==> src/rtl/adc_trigger_pkg.sv <==
// Shared types for the ADC trigger sequencer and the register file that programs it.
// Mode encodings match the register field values.
package adc_trigger_pkg;

    localparam logic [1:0] MODE_ENC_OFF   = 2'd0;
    localparam logic [1:0] MODE_ENC_CONT  = 2'd1;
    localparam logic [1:0] MODE_ENC_BURST = 2'd2;
    localparam logic [1:0] MODE_ENC_EXT   = 2'd3;

    typedef enum logic [1:0] {
        MODE_OFF   = MODE_ENC_OFF,
        MODE_CONT  = MODE_ENC_CONT,
        MODE_BURST = MODE_ENC_BURST,
        MODE_EXT   = MODE_ENC_EXT
    } trig_mode_t;

    typedef enum logic [1:0] {
        ST_IDLE,
        ST_WAIT_EXT,
        ST_RUN,
        ST_DRAIN
    } trig_state_t;

endpackage

==> src/rtl/adc_trigger_delay.sv <==
// Per-channel delay: a load arms a down-counter; the pulse fires value cycles after the load edge.
// A zero value pulses at the load edge itself; clear drops both the pending delay and the pulse.
module adc_trigger_delay #(
    parameter int CNT_WIDTH = 32
) (
    input  logic                 clk,
    input  logic                 resetn,
    input  logic                 clear,
    input  logic                 load,
    input  logic [CNT_WIDTH-1:0] value,
    output logic                 pulse,
    output logic                 pending
);

    localparam logic [CNT_WIDTH-1:0] C_ONE = CNT_WIDTH'(1);

    logic [CNT_WIDTH-1:0] cnt;

    always_ff @(posedge clk or negedge resetn) begin
        if (!resetn) begin
            cnt     <= '0;
            pending <= 1'b0;
            pulse   <= 1'b0;
        end else if (clear) begin
            pending <= 1'b0;
            pulse   <= 1'b0;
        end else if (load) begin
            pulse   <= (value == '0);
            pending <= (value != '0);
            cnt     <= value - C_ONE;
        end else if (pending && cnt == '0) begin
            pulse   <= 1'b1;
            pending <= 1'b0;
        end else begin
            pulse <= 1'b0;
            if (pending)
                cnt <= cnt - C_ONE;
        end
    end

endmodule

==> src/rtl/adc_trigger_seq.sv <==
// Multi-channel trigger sequencer: base period counter with per-channel phase delays.
// The accepting start (or detected ext edge) is itself the first base tick; all outputs are registered.
module adc_trigger_seq
    import adc_trigger_pkg::*;
#(
    parameter int CNT_WIDTH   = 32,
    parameter int NUM_CH      = 2,
    parameter int BURST_WIDTH = 16
) (
    input  logic                        clk,
    input  logic                        resetn,
    input  logic [CNT_WIDTH-1:0]        divider,
    input  logic [1:0]                  mode,
    input  logic [BURST_WIDTH-1:0]      burst_len,
    input  logic [NUM_CH*CNT_WIDTH-1:0] offset,
    input  logic                        start,
    input  logic                        stop,
    input  logic                        ext_trig,
    output logic [NUM_CH-1:0]           trigger,
    output logic                        busy,
    output logic                        done,
    output logic [CNT_WIDTH-1:0]        trig_count,
    output logic                        missed_ext
);

    localparam logic [CNT_WIDTH-1:0]   C_ONE = CNT_WIDTH'(1);
    localparam logic [BURST_WIDTH-1:0] B_ONE = BURST_WIDTH'(1);

    trig_state_t                 state;
    trig_mode_t                  mode_in, mode_l, cur_mode;
    logic [CNT_WIDTH-1:0]        div_l, cur_div, base_cnt, tc_base, tc_next;
    logic [BURST_WIDTH-1:0]      len_l, cur_len, burst_cnt, burst_next;
    logic [NUM_CH*CNT_WIDTH-1:0] off_l, off_clamped;
    logic [NUM_CH-1:0]           pend;
    logic                        ext_s1, ext_s2, ext_s3, ext_edge;
    logic                        accept, tick, last_tick;

    assign mode_in  = trig_mode_t'(mode);
    assign ext_edge = ext_s2 & ~ext_s3;

    assign accept = (state == ST_IDLE) && start && !stop && (mode_in != MODE_OFF)
                    && (divider != '0) && (mode_in == MODE_CONT || burst_len != '0);

    // The accepting cycle already behaves as the first RUN cycle, so use the live inputs there.
    assign cur_mode = accept ? mode_in : mode_l;
    assign cur_div  = accept ? divider : div_l;
    assign cur_len  = accept ? burst_len : len_l;

    assign tick = !stop && ((accept && mode_in != MODE_EXT)
                            || (state == ST_WAIT_EXT && ext_edge)
                            || (state == ST_RUN && base_cnt == '0));

    assign burst_next = (accept ? '0 : burst_cnt) + B_ONE;
    assign last_tick  = tick && (cur_mode != MODE_CONT) && (burst_next == cur_len);
    assign tc_base    = accept ? '0 : trig_count;
    assign tc_next    = (tc_base == '1) ? tc_base : tc_base + C_ONE;

    // Clamping to divider-1 keeps each channel's delay shorter than the tick spacing.
    always_comb begin
        off_clamped = '0;
        for (int k = 0; k < NUM_CH; k++) begin
            if (offset[k*CNT_WIDTH +: CNT_WIDTH] >= divider)
                off_clamped[k*CNT_WIDTH +: CNT_WIDTH] = divider - C_ONE;
            else
                off_clamped[k*CNT_WIDTH +: CNT_WIDTH] = offset[k*CNT_WIDTH +: CNT_WIDTH];
        end
    end

    always_ff @(posedge clk or negedge resetn) begin
        if (!resetn) begin
            ext_s1 <= 1'b0;
            ext_s2 <= 1'b0;
            ext_s3 <= 1'b0;
        end else begin
            ext_s1 <= ext_trig;
            ext_s2 <= ext_s1;
            ext_s3 <= ext_s2;
        end
    end

    always_ff @(posedge clk or negedge resetn) begin
        if (!resetn) begin
            state      <= ST_IDLE;
            mode_l     <= MODE_OFF;
            div_l      <= '0;
            len_l      <= '0;
            off_l      <= '0;
            base_cnt   <= '0;
            burst_cnt  <= '0;
            trig_count <= '0;
            missed_ext <= 1'b0;
            busy       <= 1'b0;
            done       <= 1'b0;
        end else begin
            done <= 1'b0;
            if (ext_edge && state != ST_WAIT_EXT)
                missed_ext <= 1'b1;
            if (stop) begin
                state <= ST_IDLE;
                busy  <= 1'b0;
            end else begin
                case (state)
                    ST_IDLE: if (accept) begin
                        mode_l     <= mode_in;
                        div_l      <= divider;
                        len_l      <= burst_len;
                        off_l      <= off_clamped;
                        burst_cnt  <= '0;
                        trig_count <= '0;
                        missed_ext <= 1'b0;
                        busy       <= 1'b1;
                        state      <= (mode_in == MODE_EXT) ? ST_WAIT_EXT : ST_RUN;
                    end
                    ST_WAIT_EXT: if (ext_edge) state <= ST_RUN;
                    ST_RUN: ;
                    ST_DRAIN: if (pend == '0) begin
                        done  <= 1'b1;
                        busy  <= 1'b0;
                        state <= ST_IDLE;
                    end
                endcase
                if (tick) begin
                    base_cnt   <= cur_div - C_ONE;
                    burst_cnt  <= burst_next;
                    trig_count <= tc_next;
                    if (last_tick)
                        state <= ST_DRAIN;
                end else if (state == ST_RUN) begin
                    base_cnt <= base_cnt - C_ONE;
                end
            end
        end
    end

    for (genvar k = 0; k < NUM_CH; k++) begin : g_ch
        adc_trigger_delay #(.CNT_WIDTH(CNT_WIDTH)) u_delay (
            .clk     (clk),
            .resetn  (resetn),
            .clear   (stop),
            .load    (tick),
            .value   (accept ? off_clamped[k*CNT_WIDTH +: CNT_WIDTH] : off_l[k*CNT_WIDTH +: CNT_WIDTH]),
            .pulse   (trigger[k]),
            .pending (pend[k])
        );
    end

endmodule
==> config.mk <==
export PLATFORM = sky130hd
export DESIGN_NAME = adc_trigger_seq
export DESIGN_NICKNAME = d
export VERILOG_FILES = /design/src/rtl/adc_trigger_pkg.sv /design/src/rtl/adc_trigger_delay.sv /design/src/rtl/adc_trigger_seq.sv
export SDC_FILE = /design/constraint.sdc
export NUM_CORES = 1
export LEC_CHECK = 0
export CAP_MARGIN = 15
export CORE_UTILIZATION = 55
export CTS_CLUSTER_SIZE = 40
export DETAILED_ROUTE_END_ITERATION = 6
export MAX_ROUTING_LAYER = met4
export PLACE_DENSITY_LB_ADDON = 0.2
export SETUP_SLACK_MARGIN = 0.15
export SLEW_MARGIN = 20
export SYNTH_ARGS = -nofsm -noshare
export SYNTH_HDL_FRONTEND = slang
export SYNTH_SLANG_ARGS = --single-unit
export TNS_END_PERCENT = 1
==> constraint.sdc <==
create_clock -name clk -period 9 [get_ports clk]
set_input_delay 1.8 -clock clk [delete_from_list [all_inputs] [get_ports clk]]
set_output_delay 1.8 -clock clk [all_outputs]
set_load 0.02 [all_outputs]
## Word level (Yosys, flattened, before mapping)

Index checks and enable logic that the tools add are counted.

- Add/sub/neg operators: 9
- $lt $le $gt $ge: 2
- Equal/unequal tests: 14
- Multiplexer cells: 53
- Bitwise gates (word level): 3
- Reductions and logical operators: 44

Operators by type and width:

| operator | count |
|---|---|
| 32-bit 2-to-1 mux | 17 |
| 32-bit by 1-bit subtractor with 32-bit output (second input constant) | 7 |
| 32-bit zero test | 5 |
| 32-bit nonzero test | 3 |
| 32-bit >= comparator | 2 |
| 16-bit 2-to-1 mux | 4 |
| 32-bit by 1-bit adder with 32-bit output (second input constant) | 1 |
| 32-bit == test (second input constant) | 1 |
| 1-bit 2-to-1 mux | 22 |
| 16-bit by 1-bit adder with 16-bit output (second input constant) | 1 |
| 16-bit == test | 1 |
| 2-bit 2-to-1 mux | 8 |
| 16-bit nonzero test | 1 |
| 1-bit logical AND | 14 |
| 3-bit AND reduction | 4 |
| 2-bit nonzero test | 5 |
| 3-bit nonzero test | 3 |
| 2-bit == test (second input constant) | 3 |
| 2-bit != test (second input constant) | 3 |
| 3-bit != test (second input constant) | 2 |
| 2-bit case mux with 3 select lines | 1 |
| 2-bit AND reduction | 3 |
| 2-bit by 1-bit == test with 1-bit output (second input constant) | 2 |
| 2-bit zero test | 2 |
| other kinds (6) | 10 |

- Register bits after elaboration: 270
- Bits of input ports: 119
- Output and inout port bits: 37
- Logic and storage cells: 145

## Logic depth before layout (Yosys ltp)

- Depth in word-level cells: 15
- Depth in mapped cells: 28
- Mapped depth without buffers: 18

## Cells and area by module

Synthesis repeated with hierarchy kept, for this count alone.

- Cells, all modules: 2,462
- Area, all modules: 20,229.4 sq um

By module, submodules not included:

| module | times used | cells an instance | area an instance (sq um) | sequential area each (sq um) |
|---|---|---|---|---|
| adc_trigger_seq | 1 | 1,688 | 14,081.0 | 5,054.8 |
| adc_trigger_delay | 2 | 387 | 3,074.2 | 850.8 |

## Least setup slack after synthesis

OpenSTA, ideal clock, no wires.

- Path kind: input -> register
- Start: in divider[1]
- End: reg state[0]
- Library setup time: 0.066 ns
- Data arrival time: 7.614 ns
- Required time: 8.934 ns
- Slack: 1.320 ns
- Stages on the path: 28
- Buffers on the path: 10
- Cells stage by stage: inv_1 > ha_1 > or3b_2 > nor2_1 > nand4_1 > nand2_2 > buf_6 > buf_6 > buf_2 > buf_4 > buf_4 > buf_2 > buf_2 > buf_2 > clkbuf_1 > and2_1 > ha_1 > nand3_1 > nor2_1 > nand2_1 > or4b_1 > clkbuf_1 > nand3_1 > o21ai_1 > xor2_1 > or4_1 > a2111oi_0 > a31o_1

- Longest elaborated chain between the ends: 12
- Elaborated cells between the ends (all ways): 20
- Those cells by class: add/sub (1); eq/ne (2); mux (8); reduce/logical (9)

Ends and longest elaborated chain:

| item | line | source |
|---|---|---|
| start, declared | adc_trigger_seq.sv:12 | `input logic [CNT_WIDTH-1:0] divider,` |
| 32-bit nonzero test (*) | adc_trigger_seq.sv:42 | `&& (divider != '0) && (mode_in == MODE_CONT \|\| burst_len != '0);` |
| 1-bit logical AND (*) (2 in series) | adc_trigger_seq.sv:42 |  |
| parallel branches: the longest is 7 deep, another holds 16-bit by 1-bit adder with 16-bit output | n/a |  |
| 2-bit 2-to-1 mux (*) | adc_trigger_seq.sv:122 | `if (tick) begin` |
| 2-bit 2-to-1 mux (*) | adc_trigger_seq.sv:98 | `if (stop) begin` |
| end signal, assigned | adc_trigger_seq.sv:112 | `state <= (mode_in == MODE_EXT) ? ST_WAIT_EXT : ST_RUN;` |
| end, declared | adc_trigger_seq.sv:29 | `trig_state_t state;` |

Mark *: on every way between the ends.
A chain may end at the register's enable or synchronous reset.

## Final worst setup path

- Start: in divider[0]
- End: reg state[0]

Same word-level chain as after synthesis.

==> flow_metrics.tcl <==
set metrics [dict create \
    min_from "ext_s1" \
    cts-htree-levels 1 \
    cts_hold_buffers 0 \
    placed_cells 2693 \
    setup_tns_ns 0 \
    setup_viol 0 \
    rsz0062_at_grt "false" \
    layout.cells.non_filler 2753 \
    r2r_setup_slack_ns 3.44 \
    max_slew_margin_pct 34.7 \
    numCtsBuffers 30 \
    clock_skew_ns 0.0248 \
    p_leak_nw 8.72 \
    criticalPathCategory "input pin to flip-flop" \
    maxCapViolCount 0 \
    placed_cell_area_sq_um 20400 \
    max_stage_delay_ns 0.66 \
    grt_max_degree 91 \
    max_freq_mhz 137 \
    tritoncts "done" \
    die_w_microns 185 \
    grt_pass1_wl_microns 99400 \
    ant_nets 0 \
    io_pins 156 \
    p_per_area_nw_per_um2 207 \
    drt_iter0_markers 2031 \
    synthDistinctLibCells 87 \
    synth_area_per_cell_sq_um 8.51 \
    clock_latency_ns 0.58 \
    worst_pin_slew_ns 0.979 \
    row_count 66 \
    worstSetupStartpointType "input pin" \
    finalCritPeriodShare_pct 81.2 \
    layout-drive-gt1-share_pct 6.68 \
    dr.pass1.iters 6 \
    cts_setup_buffers 0 \
    ys_seq_area_share_pct 36.6 \
    netlist_area_sq_um 18500 \
    r2r_end "base_cnt[12]" \
    synth_edf_count 0 \
    post-place-ws_ns 1.25 \
    routed.top_layer "met4" \
    hold_viol 0 \
    drt-met1-wl_microns 29200 \
    core_area_sq_um 32800 \
    hold_depth 0 \
    die_h_microns 185 \
    path_clk_slew_ns 0.06 \
    globalRouteOverflowTotal 0 \
    end_kind "flip-flop" \
    status "finished clean" \
    place.port_buffers 155 \
    fin_area_sq_um 21400 \
    synth_ff_type "dfrtp_1" \
    r2r-start "base_cnt[7]" \
    syn_to_final_growth_pct 16.0 \
    fin_crit_ns 7.31 \
    gr-usage-all-layers_pct 39.7 \
    cts.root.buffer_cell "clkbuf_16" \
    wl_microns 65600 \
    fillers 2745 \
    antenna_found_initial 4 \
    cp.required_ns 9.52 \
    ir_drop_mv 0.176 \
    synth_fp_nets 2360 \
    critical-path-top-delay-family "simple AND/OR/NAND/NOR gates" \
    hold_path_end "ext_s2" \
    ys_seq_elements 270 \
    routedWlPerCell_microns 23.8 \
    reg2reg_depth 14 \
    crit_buf_inv 3 \
    synth_cells 2171 \
    gp_congestion 1.10 \
    yosys_warnings 0 \
    wl_met3_microns 6640 \
    numClockSinks 270 \
    timing.final.ws_setup_ns 1.69 \
    grt_pass1_vias 16600 \
    vias 18000 \
    crit_arrival_ns 7.83 \
    cp_cell_sequence "clkdlybuf4s50_1, inv_1, ha_1, or3b_2, nor2_1, nand4_1, buf_4, nand2_8, and2_1, ha_1, nand3_1, nor2_1, nand2_1, or4b_1, nand3_1, o21ai_1, xor2_1, or4_1, a2111oi_0, a31o_1" \
    met2_length_microns 27500 \
    dpl.hpwl_microns 49900 \
    final_util_pct 65.4 \
    dieArea_sq_um 34300 \
    slowest_stage "or4b_1" \
    worstPathMaxFanout 67 \
    async_flop_share_pct 100 \
    hp-class "flip-flop to flip-flop" \
    clk_path_buf_depth 3 \
    nets 2472 \
    slew_violations 0 \
    start_util_pct 56.3 \
    vias_per_cell 6.52 \
    ctsResizeCount 0 \
    drc_errors 0 \
]
routing by layer:
layer	vias up	GRT usage [%]
li1	8094	-
met1	8777	57.7
met2	940	55.4
met3	146	7.06
met4	0	12.9
met5	-	-
cell usage in the layout (no fill, tap or decap), types with 40 or more instances in the layout:
master,instances
nand3_1,84
inv_1,65
ha_1,70
nand2_1,231
xor2_1,74
o21ai_0,119
mux2i_1,61
a21oi_1,181
nor4_1,47
nor3_1,90
xnor2_1,105
dfrtp_1,270
nand4_1,45
o31ai_1,40
nor2_1,216
clkdlybuf4s50_1,154
worst reg2reg max path, stage by stage (launching register included):
cell and delay (ns):
dfrtp_1 0.43, or4_1 0.60, or3_1 0.38, nor4_1 0.51, a21oi_1 0.32, a21oi_4 0.50, buf_4 0.52, mux2i_1 0.26
ha_1 0.29, o221ai_1 0.37, and2b_1 0.43, nand3_1 0.17, or3_1 0.39, a31oi_1 0.18, a21oi_1 0.06
logic make-up after synthesis:
kind of cell | count (synthesis) | synth area share (%)
xor gates and xnor gates | 180 | 8.61
and+or+nand+nor | 888 | 23.9
adders and majority gates | 70 | 4.74
DFF | 270 | 36.6
muxes | 71 | 3.92
buffers and inverters | 178 | 4.33
AOI/OAI and AO/OA | 514 | 17.9
registers in the layout, indices dropped and copies added (netlist names):
name and flops:
div_l 32, ext_s1 1, ext_s2 1, trig_count 32
burst_cnt 16, missed_ext 1, state 2, g_ch.u_delay.pending 2
off_l 64, base_cnt 32, busy 1, len_l 16
done 1, g_ch.u_delay.cnt 64, g_ch.u_delay.pulse 2, ext_s3 1
mode_l 2
Yosys cell counts (39+ instances only):
master    count  area share [%]
clkbuf_1     45            0.91
nand2_1     231             4.7
ha_1         70             4.7
a21oi_1     182             4.9
nor4_1       48             1.6
o31ai_1      40             1.6
inv_1        65             1.3
dfrtp_1     270              37
xnor2_1     105             5.0
buf_2        39             1.1
nand3_1      84             2.3
xor2_1       74             3.5
mux2i_1      61             3.3
o21ai_0     119             3.2
nand4_1      45             1.5
nor3_1       91             2.5
nor2_1      216             4.4
where the power goes:
group          internal [mW]  leakage (nW)  total (mW)  switching, mW
clock network          0.759         0.511        1.27          0.513
registers               1.51          3.37        1.75          0.243
logic                  0.560          4.84        1.40          0.843
total                   2.83          8.72        4.43           1.60
metrics by stage:
step | total power [mW] | hold slack [ns]
3_5_place_dp | 3.12 | 0.341
6_report | 4.43 | 0.352
5_1_grt | 4.64 | 0.369
4_1_cts | 4.40 | 0.354
2_1_floorplan | 2.64 | 0.331
3_3_place_gp | 3.08 | 0.334
how the worst max path moves through the flow:
stage / startpoint / end / depth (start not counted)
4_1_cts: divider[0] / state[0] / 20
3_5_place_dp: divider[0] / state[0] / 20
3_3_place_gp: divider[0] / state[0] / 20
2_1_floorplan: divider[1] / state[0] / 28
5_1_grt: divider[0] / state[0] / 20
6_report: divider[0] / state[0] / 20
area by class of cell:
class / instances / area, sq um / area share [%]
Clock inverter: 8 / 105 / 0.490
Antenna cell: 5 / 12.5 / 0.0584
Tap cell: 442 / 553 / 2.58
Inverter: 65 / 244 / 1.14
Clock buffer: 47 / 925 / 4.32
Timing Repair Buffer: 193 / 1870 / 8.71
Sequential cell: 270 / 6760 / 31.5
Multi-Input combinational cell: 1723 / 11000 / 51.2
Note: power is estimated with default switching activity, not from simulation.
